--- src/rtl/vr_channel_fifo.sv ---
// vr_channel_fifo: parametrised valid/ready FIFO channel with registered
// handshake flags, occupancy count, almost_full and synchronous flush.
module vr_channel_fifo #(
    parameter int DATA_W    = 8,
    parameter int DEPTH     = 4,
    parameter int AF_THRESH = DEPTH - 1
) (
    input  logic                       clk,
    input  logic                       rst_n,
    input  logic                       flush,
    input  logic                       in_valid,
    output logic                       in_ready,
    input  logic [DATA_W-1:0]          in_data,
    output logic                       out_valid,
    input  logic                       out_ready,
    output logic [DATA_W-1:0]          out_data,
    output logic [$clog2(DEPTH+1)-1:0] count,
    output logic                       almost_full
);

    localparam int PW = $clog2(DEPTH);
    localparam int CW = $clog2(DEPTH + 1);

    logic [DATA_W-1:0] r_mem [DEPTH];
    logic [PW-1:0]     r_wptr;
    logic [PW-1:0]     r_rptr;
    logic [CW-1:0]     r_count;
    logic [CW-1:0]     w_count_nxt;
    logic              r_in_ready;
    logic              r_out_valid;
    logic              r_af;
    logic              w_push;
    logic              w_pop;

    // Flush discards any handshake in its cycle.
    always_comb begin
        w_push      = in_valid && r_in_ready && !flush;
        w_pop       = r_out_valid && out_ready && !flush;
        w_count_nxt = r_count;
        if (flush) begin
            w_count_nxt = '0;
        end else begin
            w_count_nxt = r_count + CW'(w_push) - CW'(w_pop);
        end
    end

    always_ff @(posedge clk or negedge rst_n) begin
        if (!rst_n) begin
            r_wptr      <= '0;
            r_rptr      <= '0;
            r_count     <= '0;
            r_in_ready  <= 1'b1;
            r_out_valid <= 1'b0;
            r_af        <= 1'b0;
        end else begin
            if (flush) begin
                r_wptr <= '0;
                r_rptr <= '0;
            end else begin
                if (w_push) r_wptr <= r_wptr + PW'(1);
                if (w_pop)  r_rptr <= r_rptr + PW'(1);
            end
            r_count     <= w_count_nxt;
            r_in_ready  <= (w_count_nxt != CW'(DEPTH));
            r_out_valid <= (w_count_nxt != '0);
            r_af        <= (w_count_nxt >= CW'(AF_THRESH));
        end
    end

    // Storage is written only on an accepted push, so idle in_data never lands.
    always_ff @(posedge clk) begin
        if (w_push) r_mem[r_wptr] <= in_data;
    end

    assign out_data    = r_mem[r_rptr];
    assign in_ready    = r_in_ready && !flush;
    assign out_valid   = r_out_valid;
    assign count       = r_count;
    assign almost_full = r_af;

endmodule

--- config.mk ---
export PLATFORM = sky130hd
export DESIGN_NAME = vr_channel_fifo
export DESIGN_NICKNAME = d
export VERILOG_FILES = /design/src/rtl/vr_channel_fifo.sv
export SDC_FILE = /design/constraint.sdc
export NUM_CORES = 1
export LEC_CHECK = 0
export ABC_CLOCK_PERIOD_IN_PS = 6800
export BUFFER_PORTS_ARGS = -buffer_cell sky130_fd_sc_hd__buf_2
export CELL_PAD_IN_SITES_DETAIL_PLACEMENT = 0
export CELL_PAD_IN_SITES_GLOBAL_PLACEMENT = 1
export CORE_UTILIZATION = 33
export CTS_CLUSTER_DIAMETER = 80
export DETAILED_ROUTE_END_ITERATION = 16
export MAX_ROUTING_LAYER = met4
export PLACE_DENSITY_LB_ADDON = 0.1
export SLEW_MARGIN = 10
export SYNTH_ARGS = -nofsm -noshare
export SYNTH_HDL_FRONTEND = slang
export SYNTH_SLANG_ARGS = --single-unit
--- constraint.sdc ---
create_clock -name clk -period 6.8 [get_ports clk]
set_clock_uncertainty 0.2 [all_clocks]
set_input_delay 0.34 -clock clk [delete_from_list [all_inputs] [get_ports clk]]
set_output_delay 0.34 -clock clk [all_outputs]
set_load 0.1 [all_outputs]
# Word level (Yosys, flattened, before mapping)

Memories as Yosys holds them, arrays and structs flattened.
Index checks and enable logic that the tools add are counted.

Memories: 1
Register bits: 10
Bits in writable memories: 32
Output and inout port bits: 14
Logic and storage cells: 29

Memory list:

| name  | words | bits a word | read ports | clocked after memory_dff | write ports | RTL line | text |
|---|---|---|---|---|---|---|---|
| r_mem | 4     | 8           | 1          | 0                        | 1           | 24       | `logic [DATA_W-1:0] r_mem [DEPTH];` |

Reductions and logical operators: 9
Muxes and demuxes: 7
Equal/unequal tests: 1
Magnitude comparators: 1
Add/subtract/negate cells: 4

Operators by type and width:

| operator                                             | number |
|---|---|
| two-way mux 2 bit                                    | 4 |
| logical AND 1 bit                                    | 5 |
| adder 2 x 1 -> 2 bit (second input constant)         | 2 |
| nonzero test 2 bit                                   | 2 |
| adder 3 x 1 -> 3 bit                                 | 1 |
| >= comparator 3 x 2 -> 1 bit (second input constant) | 1 |
| two-way mux 3 bit                                    | 1 |
| != test 3 bit (second input constant)                | 1 |
| nonzero test 3 bit                                   | 1 |
| subtractor 3 x 1 -> 3 bit                            | 1 |
| two-way mux 1 bit                                    | 2 |
| zero test 1 bit                                      | 1 |

# Logic depth before layout (Yosys ltp)

Gate-level depths: netlist of the first run.

Depth after elaboration: 6
Depth in mapped cells: 10
Depth with buffers taken out: 10

# Worst setup path after synthesis of the first run

Ideal clock, no wire load.

Path kind: reg-to-reg
Start: reg r_out_valid, in the netlist out_valid
End: reg r_in_ready
Setup slack: 3.853 ns
Period minus slack after synthesis: 2.947 ns
Required time: 6.506 ns
Library setup time: 0.094 ns
Arrival time: 2.653 ns
Path buffers: 0
Cell stages (with the launch flop): 10
Cell sequence: dfrtp_1 -> nand2_1 -> nor2_1 -> ha_1 -> inv_1 -> ha_1 -> inv_1 -> fa_1 -> xnor2_1 -> or4b_1

Word-level cells in the longest chain between the ends: 5

RTL lines:

| item                           | RTL line | text |
|---|---|---|
| start: declaration             | 30       | `logic r_out_valid;` |
| start signal: assignment       | 65       | `r_out_valid <= (w_count_nxt != '0);` |
| logical AND 1 bit (2 in a row) | 38       | `w_pop = r_out_valid && out_ready && !flush;` |
| subtractor 3 x 1 -> 3 bit      | 43       | `w_count_nxt = r_count + CW'(w_push) - CW'(w_pop);` |
| two-way mux 3 bit              | 40       | `if (flush) begin` |
| != test 3 bit                  | 64       | `r_in_ready <= (w_count_nxt != CW'(DEPTH));` |
| end signal: assignment         | 64       |  |
| end: declaration               | 29       | `logic r_in_ready;` |

No other way between the ends.
A chain may end at the register's enable or synchronous reset.

# Worst setup path after layout of the first run

Start: reg r_in_ready
End: reg r_in_ready

Word-level cells in the longest chain between the ends: 6

RTL lines:

| item                           | RTL line | text |
|---|---|---|
| logical AND 1 bit (2 in a row) | 37       | `w_push = in_valid && r_in_ready && !flush;` |
| adder 3 x 1 -> 3 bit           | 43       |  |
| subtractor 3 x 1 -> 3 bit      | 43       |  |
| two-way mux 3 bit              | 40       |  |
| != test 3 bit                  | 64       |  |

No other way between the ends.

==> flow_metrics.env, run 1 <==
export IMPL_syn_avg_cell_area_um2=17.9
export IMPL_routed_via_density=4.38
export IMPL_die_area_um2=5390
export IMPL_hold_class="in2reg"
export IMPL_first_global_vias=930
export IMPL_hold_depth=1
export IMPL_clockPowerShare_pct=19.3
export IMPL_firstDrtPassIters=4
export IMPL_grt_overflow_total=0
export IMPL_holdBufCountCts=1
export IMPL_grt_use_total_pct=12.6
export IMPL_p_int_mw=0.440
export IMPL_cts_buffers_inserted=5
export IMPL_cts_max_path_buffers=2
export IMPL_grt_pass1_wl_um=4640
export IMPL_yosysMostFrequentCell="edfxtp_1"
export IMPL_drive_gt1_share_pct=33.6
export IMPL_timing_fmax_mhz=364
export IMPL_die_w_um=73.4
export IMPL_power_switching_mw=0.327
export IMPL_crit_arrival_ns=2.75
export IMPL_cts_sinks=42
export IMPL_layout_min_cycle_time_ns=2.75
export IMPL_clk_pin_slew_worst_paths_ns=0.08
export IMPL_htree_levels=2
export IMPL_cts_tree="yes"
export IMPL_postRouteAntennaNets=0
export IMPL_grt_max_degree=14
export IMPL_syn_to_final_growth_pct=17.3
export IMPL_worst_pin_slew_ns=0.637
export IMPL_outcome="finished clean"
export IMPL_synthTopCellsByArea="edfxtp_1, dfrtp_1, mux4_2, ha_1, nor2_1"
export IMPL_ios=27
export IMPL_seqCellArea_um2=1210
export IMPL_routedWlPerCell_um=14.5
export IMPL_routed_wl_um=2780
export IMPL_core_um2=4820
export IMPL_netSwitchingFraction_pct=42.6
export IMPL_async_reset_ff_share_pct=23.8
export IMPL_cts_resized=0
export IMPL_synth_edf_count=32
export IMPL_required_ns=6.80
export IMPL_setup_viol=0
export IMPL_drv_cap=0
export IMPL_rsz0062_at_grt="no"
export IMPL_synthDistinctLibCells=20
export IMPL_start_util_pct=34.9
export IMPL_netlist_area_um2=1680
export IMPL_row_count=25
export IMPL_powerDensity_nw_per_um2=389
export IMPL_p_leak_nw=0.757
export IMPL_fin_nets=145
export IMPL_relSlewSlack_pct=57.6
export IMPL_synth_top_area_share_pct=57.1
export IMPL_synth_flop_cell="edfxtp_1"
export IMPL_synth_top_cells_by_count="edfxtp_1, dfrtp_1, mux4_2, nor2_1"
export IMPL_power_frac_seq_pct=43.0
export IMPL_tns_ns=0
export IMPL_postCtsSetupBuffers=0
export IMPL_portBuffers=26
export IMPL_die_h_um=73.4
export IMPL_synth_warnings=0
export IMPL_slew_violations=0
export IMPL_layout_worst_path_cycle_share_pct=40.4
export IMPL_peakVddDrop_uv=161
export IMPL_power_frac_comb_pct=37.7
export IMPL_multiInputGateArea_um2=434
export IMPL_root_buffer="clkbuf_8"
export IMPL_critPathCaptureType="register"
export IMPL_dp_hpwl_um=1900
export IMPL_postSynthCellCount=94
export IMPL_synth_fp_nets=114
export IMPL_utilization_pct=40.9
export IMPL_routabilityCongestion=0.719
export IMPL_dr_first_iter_drc_count=18
export IMPL_nFillCells=472
export IMPL_hold_viol_final=0
export IMPL_critPathLaunchType="register"
export IMPL_crit_type="reg2reg"
export IMPL_whs_ns=0.0715
export IMPL_worstSkewPairLatency_ns=0.28
export IMPL_antenna_cells=0
export IMPL_yosys_area_top_type="edfxtp_1"
export IMPL_worst_r2r_path_depth=10
export IMPL_route_detailed_drc=0
export IMPL_antenna_found_initial=0
export IMPL_cp_max_fo=5
export IMPL_vias=841
export IMPL_yosysSeqAreaShare_pct=72.1
export IMPL_ys_ff_latch=42
export IMPL_rrSetupSlack_ns=4.05
-- final timing paths --
path	startpoint	endpoint
hold / removal	in_data[0]	r_mem[2][0]
setup reg to reg	r_in_ready	r_in_ready
max in group asynchronous	rst_n	r_in_ready
min in group asynchronous	rst_n	count[0]
hold reg to reg	r_in_ready	r_wptr[1]
setup / recovery	r_in_ready	r_in_ready
-- registers in the layout, indices dropped and copies added (netlist names) --
register,flops
count,3
out_valid,1
r_in_ready,1
r_rptr,2
r_wptr,2
almost_full,1
r_mem,32
-- metrics by stage --
| step | instance area [µm²] | worst slack, ns | power, mW | cells |
|---|---|---|---|---|
| finish | 1970 | 4.05 | 0.767 | 192 |
| global route | 1970 | 3.81 | 0.810 | 192 |
| CTS | 1970 | 4.02 | 0.777 | 192 |
| detailed placement | 1880 | 4.06 | 0.628 | 184 |
| global placement | 1880 | 4.11 | 0.625 | 184 |
| floorplan | 1680 | 3.85 | 0.579 | 94 |
-- layout make-up --
cell class                 instances  share of cell area [%]
tap                               67                    4.25
timing repair buffer              27                    7.11
sequential                        42                    61.5
multi-input combinational         43                    22.0
inverter                           6                    1.14
clock inverter                     2                   0.508
clock buffer                       5                    3.49
-- cells in the final DEF (no fill, tap or decap), types with 3 or more instances in the layout --
master,instances
xor2_1,3
nand2_1,3
ha_1,6
buf_2,26
mux4_2,8
inv_1,6
clkbuf_8,5
edfxtp_1,32
dfrtp_1,9
and2_1,4
nor2_1,8
-- critical path, stage by stage (launching register included) --
cell and delay, ns:
dfstp_2 0.54, nand2_1 0.09, nor2_1 0.21, inv_1 0.08
ha_1 0.28, inv_1 0.06, ha_1 0.13, inv_1 0.04
fa_1 0.37, xnor2_1 0.19, or4b_1 0.49
-- metal layers --
metal | up-vias | routed length (µm) | global-route usage (%)
li1 | 402 | - | -
met1 | 413 | 1200 | 15.3
met2 | 21 | 1390 | 19.3
met3 | 5 | 155 | 4.80
met4 | 0 | 36 | 4.49
met5 | - | 0 | -
-- kinds of logic (layout without fill, tap and decap cells) --
| group | count (synthesis) | after routing | synth area share, % |
|---|---|---|---|
| flops | 42 | 42 | 72.1 |
| simple gates | 20 | 20 | 5.88 |
| buf+inv | 9 | 40 | 2.08 |
| mux | 8 | 8 | 10.7 |
| fa+ha+maj | 7 | 7 | 5.65 |
| xor+xnor | 5 | 5 | 2.60 |
| compound gates | 3 | 3 | 0.968 |
-- power by group through the flow --
stage / Clock (mW) / Combinational (mW) / Sequential (mW)
after floorplan: 0 / 0.189 / 0.389
after global placement: 0 / 0.290 / 0.335
after detailed placement: 0 / 0.291 / 0.337
after CTS: 0.153 / 0.293 / 0.331
after global routing: 0.166 / 0.308 / 0.336
final: 0.148 / 0.290 / 0.330
Power figures use the tool's default switching activity.
==> run 2: changes to the inputs <==
--- a/config.mk
+++ b/config.mk
@@ -5,7 +5,8 @@
 export SDC_FILE = /design/constraint.sdc
 export NUM_CORES = 1
 export LEC_CHECK = 0
-export ABC_CLOCK_PERIOD_IN_PS = 6800
+export ABC_AREA = 1
+export ABC_CLOCK_PERIOD_IN_PS = 2800
 export BUFFER_PORTS_ARGS = -buffer_cell sky130_fd_sc_hd__buf_2
 export CELL_PAD_IN_SITES_DETAIL_PLACEMENT = 0
 export CELL_PAD_IN_SITES_GLOBAL_PLACEMENT = 1
==> constraint.sdc (replaced) <==
create_clock -name clk -period 2.8 [get_ports clk]
set_clock_uncertainty 0.2 [all_clocks]
set_input_delay 0.14 -clock clk [delete_from_list [all_inputs] [get_ports clk]]
set_output_delay 0.14 -clock clk [all_outputs]
set_load 0.1 [all_outputs]
==> run 2 against run 1 <==
  * Maximum frequency grew 15%
  * Hold slack lost 0.032 ns
  * Combinational power grew to 2.8 times the previous value
  * Via count grew 43%
  * Sequential share of layout area shrank 6.7 points
  * Cell count grew 39%
  * Synthesized area grew 6.8%
  * Critical path type unchanged
  * Synthesized cell count grew 62%
  * Routed wire length grew 21%
  * Worst setup slack lost 3.6 ns
==> flow_metrics.env, run 2 <==
export IMPL_r2r_end="r_in_ready"
export IMPL_power_frac_seq_pct=38.7
export IMPL_core_um2=5170
export IMPL_synth_top_area_share_pct=53.5
export IMPL_dr_first_iter_drc_count=65
export IMPL_yosysMostFrequentCell="nor2_1"
export IMPL_whs_ns=0.0397
export IMPL_powerDensity_nw_per_um2=936
export IMPL_grt_use_total_pct=13.9
export IMPL_start_util_pct=34.7
export IMPL_peakVddDrop_uv=413
export IMPL_ios=27
export IMPL_final_cell_mix="nor2_1, edfxtp_1, buf_2"
export IMPL_async_reset_ff_share_pct=23.8
export IMPL_postRouteAntennaNets=0
export IMPL_vias=1205
export IMPL_crit_type="reg2reg"
export IMPL_required_ns=2.83
export IMPL_synthDistinctLibCells=20
export IMPL_p_int_mw=1.15
export IMPL_synth_fp_nets=172
export IMPL_cts_max_path_buffers=2
export IMPL_hold_viol_final=0
export IMPL_power_frac_comb_pct=39.7
export IMPL_path_buf_inv=3
export IMPL_relSlewSlack_pct=54.2
export IMPL_fin_nets=215
export IMPL_cts_tree="yes"
export IMPL_critPathMaxStageDelay_ns=0.54
export IMPL_power_switching_mw=0.923
export IMPL_synth_top_cells_by_count="nor2_1, edfxtp_1, o21ai_0, inv_1, nand2_1"
export IMPL_crit_path_end="r_in_ready"
export IMPL_postSynthCellCount=152
export IMPL_critPathMostFrequentCell="inv_1"
export IMPL_routedWlPerCell_um=12.6
export IMPL_final_common_cell="nor2_1"
export IMPL_syn_avg_cell_area_um2=11.8
export IMPL_routabilityCongestion=0.752
export IMPL_p_leak_nw=0.913
export IMPL_setup_viol=0
export IMPL_pre_cts_slack_ns=0.410
export IMPL_syn_to_final_growth_pct=23.5
export IMPL_postCtsSetupBuffers=0
export IMPL_setup_ws_ns=0.404
export IMPL_grt_pass1_wl_um=5440
export IMPL_yosysSeqAreaShare_pct=67.5
export IMPL_wl_met2_um=1710
export IMPL_layout_worst_path_cycle_share_pct=85.6
export IMPL_wl_met1_um=1470
export IMPL_synth_warnings=0
export IMPL_root_buffer="clkbuf_8"
export IMPL_first_global_vias=1221
export IMPL_grt_max_degree=21
export IMPL_largest_reg_flops=32
export IMPL_cts_sinks=42
export IMPL_path_cells="inv_1 > nor2_4 > nand2_2 > ha_1 > inv_1 > ha_1 > inv_1 > fa_1 > nor2_1 > nor2_1 > nand4_1"
export IMPL_synth_edf_count=32
export IMPL_firstDrtPassIters=4
export IMPL_synth_flop_cell="edfxtp_1"
export IMPL_portBuffers=26
export IMPL_die_area_um2=5740
export IMPL_top_register="r_mem"
export IMPL_grt_overflow_total=0
export IMPL_fin_area_um2=2220
export IMPL_row_count=26
export IMPL_hold_class="in2async"
export IMPL_routed_via_density=4.53
export IMPL_cts_buffers_inserted=5
export IMPL_synthTopCellsByArea="edfxtp_1, dfrtp_1, nor2_1, o21ai_0, ha_1"
export IMPL_antenna_cells=0
export IMPL_worstSkewPairLatency_ns=0.29
export IMPL_htree_levels=2
export IMPL_drive_gt1_share_pct=22.4
export IMPL_worst_pin_slew_ns=0.687
export IMPL_worst_r2r_path_depth=11
export IMPL_path_delay_family="adder cells"
export IMPL_power_mw=2.08
export IMPL_tns_ns=0
export IMPL_ys_ff_latch=42
export IMPL_critPathLaunchType="register"
export IMPL_clockPowerShare_pct=21.6
export IMPL_route_detailed_drc=0
export IMPL_routed_wl_um=3350
export IMPL_cp_depth=11
export IMPL_slew_violations=0
export IMPL_critPathCaptureType="register"
export IMPL_cp_max_fo=6
export IMPL_rsz0062_at_grt="no"
export IMPL_outcome="finished clean"
export IMPL_clk_pin_slew_worst_paths_ns=0.08
export IMPL_cts_resized=0
export IMPL_yosys_area_top_type="edfxtp_1"
export IMPL_crit_slowest_cell="dfstp_2"
export IMPL_routed_top_layer="met4"
export IMPL_netlist_area_um2=1800
export IMPL_placed_cell_area_um2=2000
export IMPL_die_h_um=75.8
export IMPL_startpoint="r_in_ready"
export IMPL_antenna_found_initial=0
export IMPL_wl_met3_um=129
export IMPL_timing_fmax_mhz=417
export IMPL_drv_cap=0
export IMPL_rrSetupSlack_ns=0.40
export IMPL_reg2reg_from="r_in_ready"
export IMPL_dp_hpwl_um=2220
export IMPL_die_w_um=75.8
export IMPL_layout_min_cycle_time_ns=2.40
export IMPL_crit_arrival_ns=2.42
export IMPL_netSwitchingFraction_pct=44.5
==> run 2: cell types whose count changed after synthesis, sizes merged, moves of 2 or more <==
cell / change
xnor2: -2
and2: -4
buf: +4
inv: +10
nand2: +9
mux4: -8
xor2: -3
nor2: +27
o21ai: +27
clkbuf: -2
==> run 2: per-layer routing <==
layer  vias to the layer above  global-route usage, %
met1                       582                   14.6
met2                        20                   24.2
met3                         6                   4.10
met5                         -                      -
li1                        597                      -
met4                         0                   5.56
==> run 2: what timing repair did <==
action / CTS / global route
hold buffers: 11 / 0
endpoints found under the hold margin: 46 / 0
setup endpoints to repair: 0 / 0
==> run 2: metrics by stage <==
step	utilization, %	std cells
after global routing	42.9	266
after global placement	38.6	247
after CTS	42.9	266
final	42.9	266
after detailed placement	38.6	247
after floorplan	-	152
==> run 2: power by group through the flow <==
stage	logic, mW	registers [mW]	clock network, mW
4_1_cts	0.831	0.806	0.464
3_5_place_dp	0.819	0.819	0
6_report	0.823	0.804	0.449
5_1_grt	0.876	0.817	0.496
2_1_floorplan	0.527	0.989	0
3_3_place_gp	0.813	0.817	0
==> run 2: area by class of cell <==
cell class / count / area, µm²
fillers: 487 / 2960
inverters: 16 / 62.6
repair buffers: 41 / 270
well taps: 70 / 87.6
multi-input cells: 89 / 472
flip-flops and latches: 42 / 1210
clock buffers: 8 / 111
==> run 2: how the worst min path moves through the flow <==
stage                     slack (ns)           to  depth (start not counted)   from
after floorplan                -0.36  almost_full                          0  rst_n
final                           0.04     count[0]                          2  rst_n
after detailed placement       -0.18    r_wptr[1]                          1  rst_n
after CTS                       0.04     count[0]                          2  rst_n
after global placement         -0.18    r_wptr[1]                          1  rst_n
after global routing            0.04     count[0]                          2  rst_n
==> run 2: cells by family after synthesis <==
family,count (synthesis),synth area share [%]
AOI/OAI and AO/OA,29,8.29
adders and majority gates,7,5.30
buffers and inverters,21,6.62
and+or+nand+nor,53,12.3
DFF,42,67.5
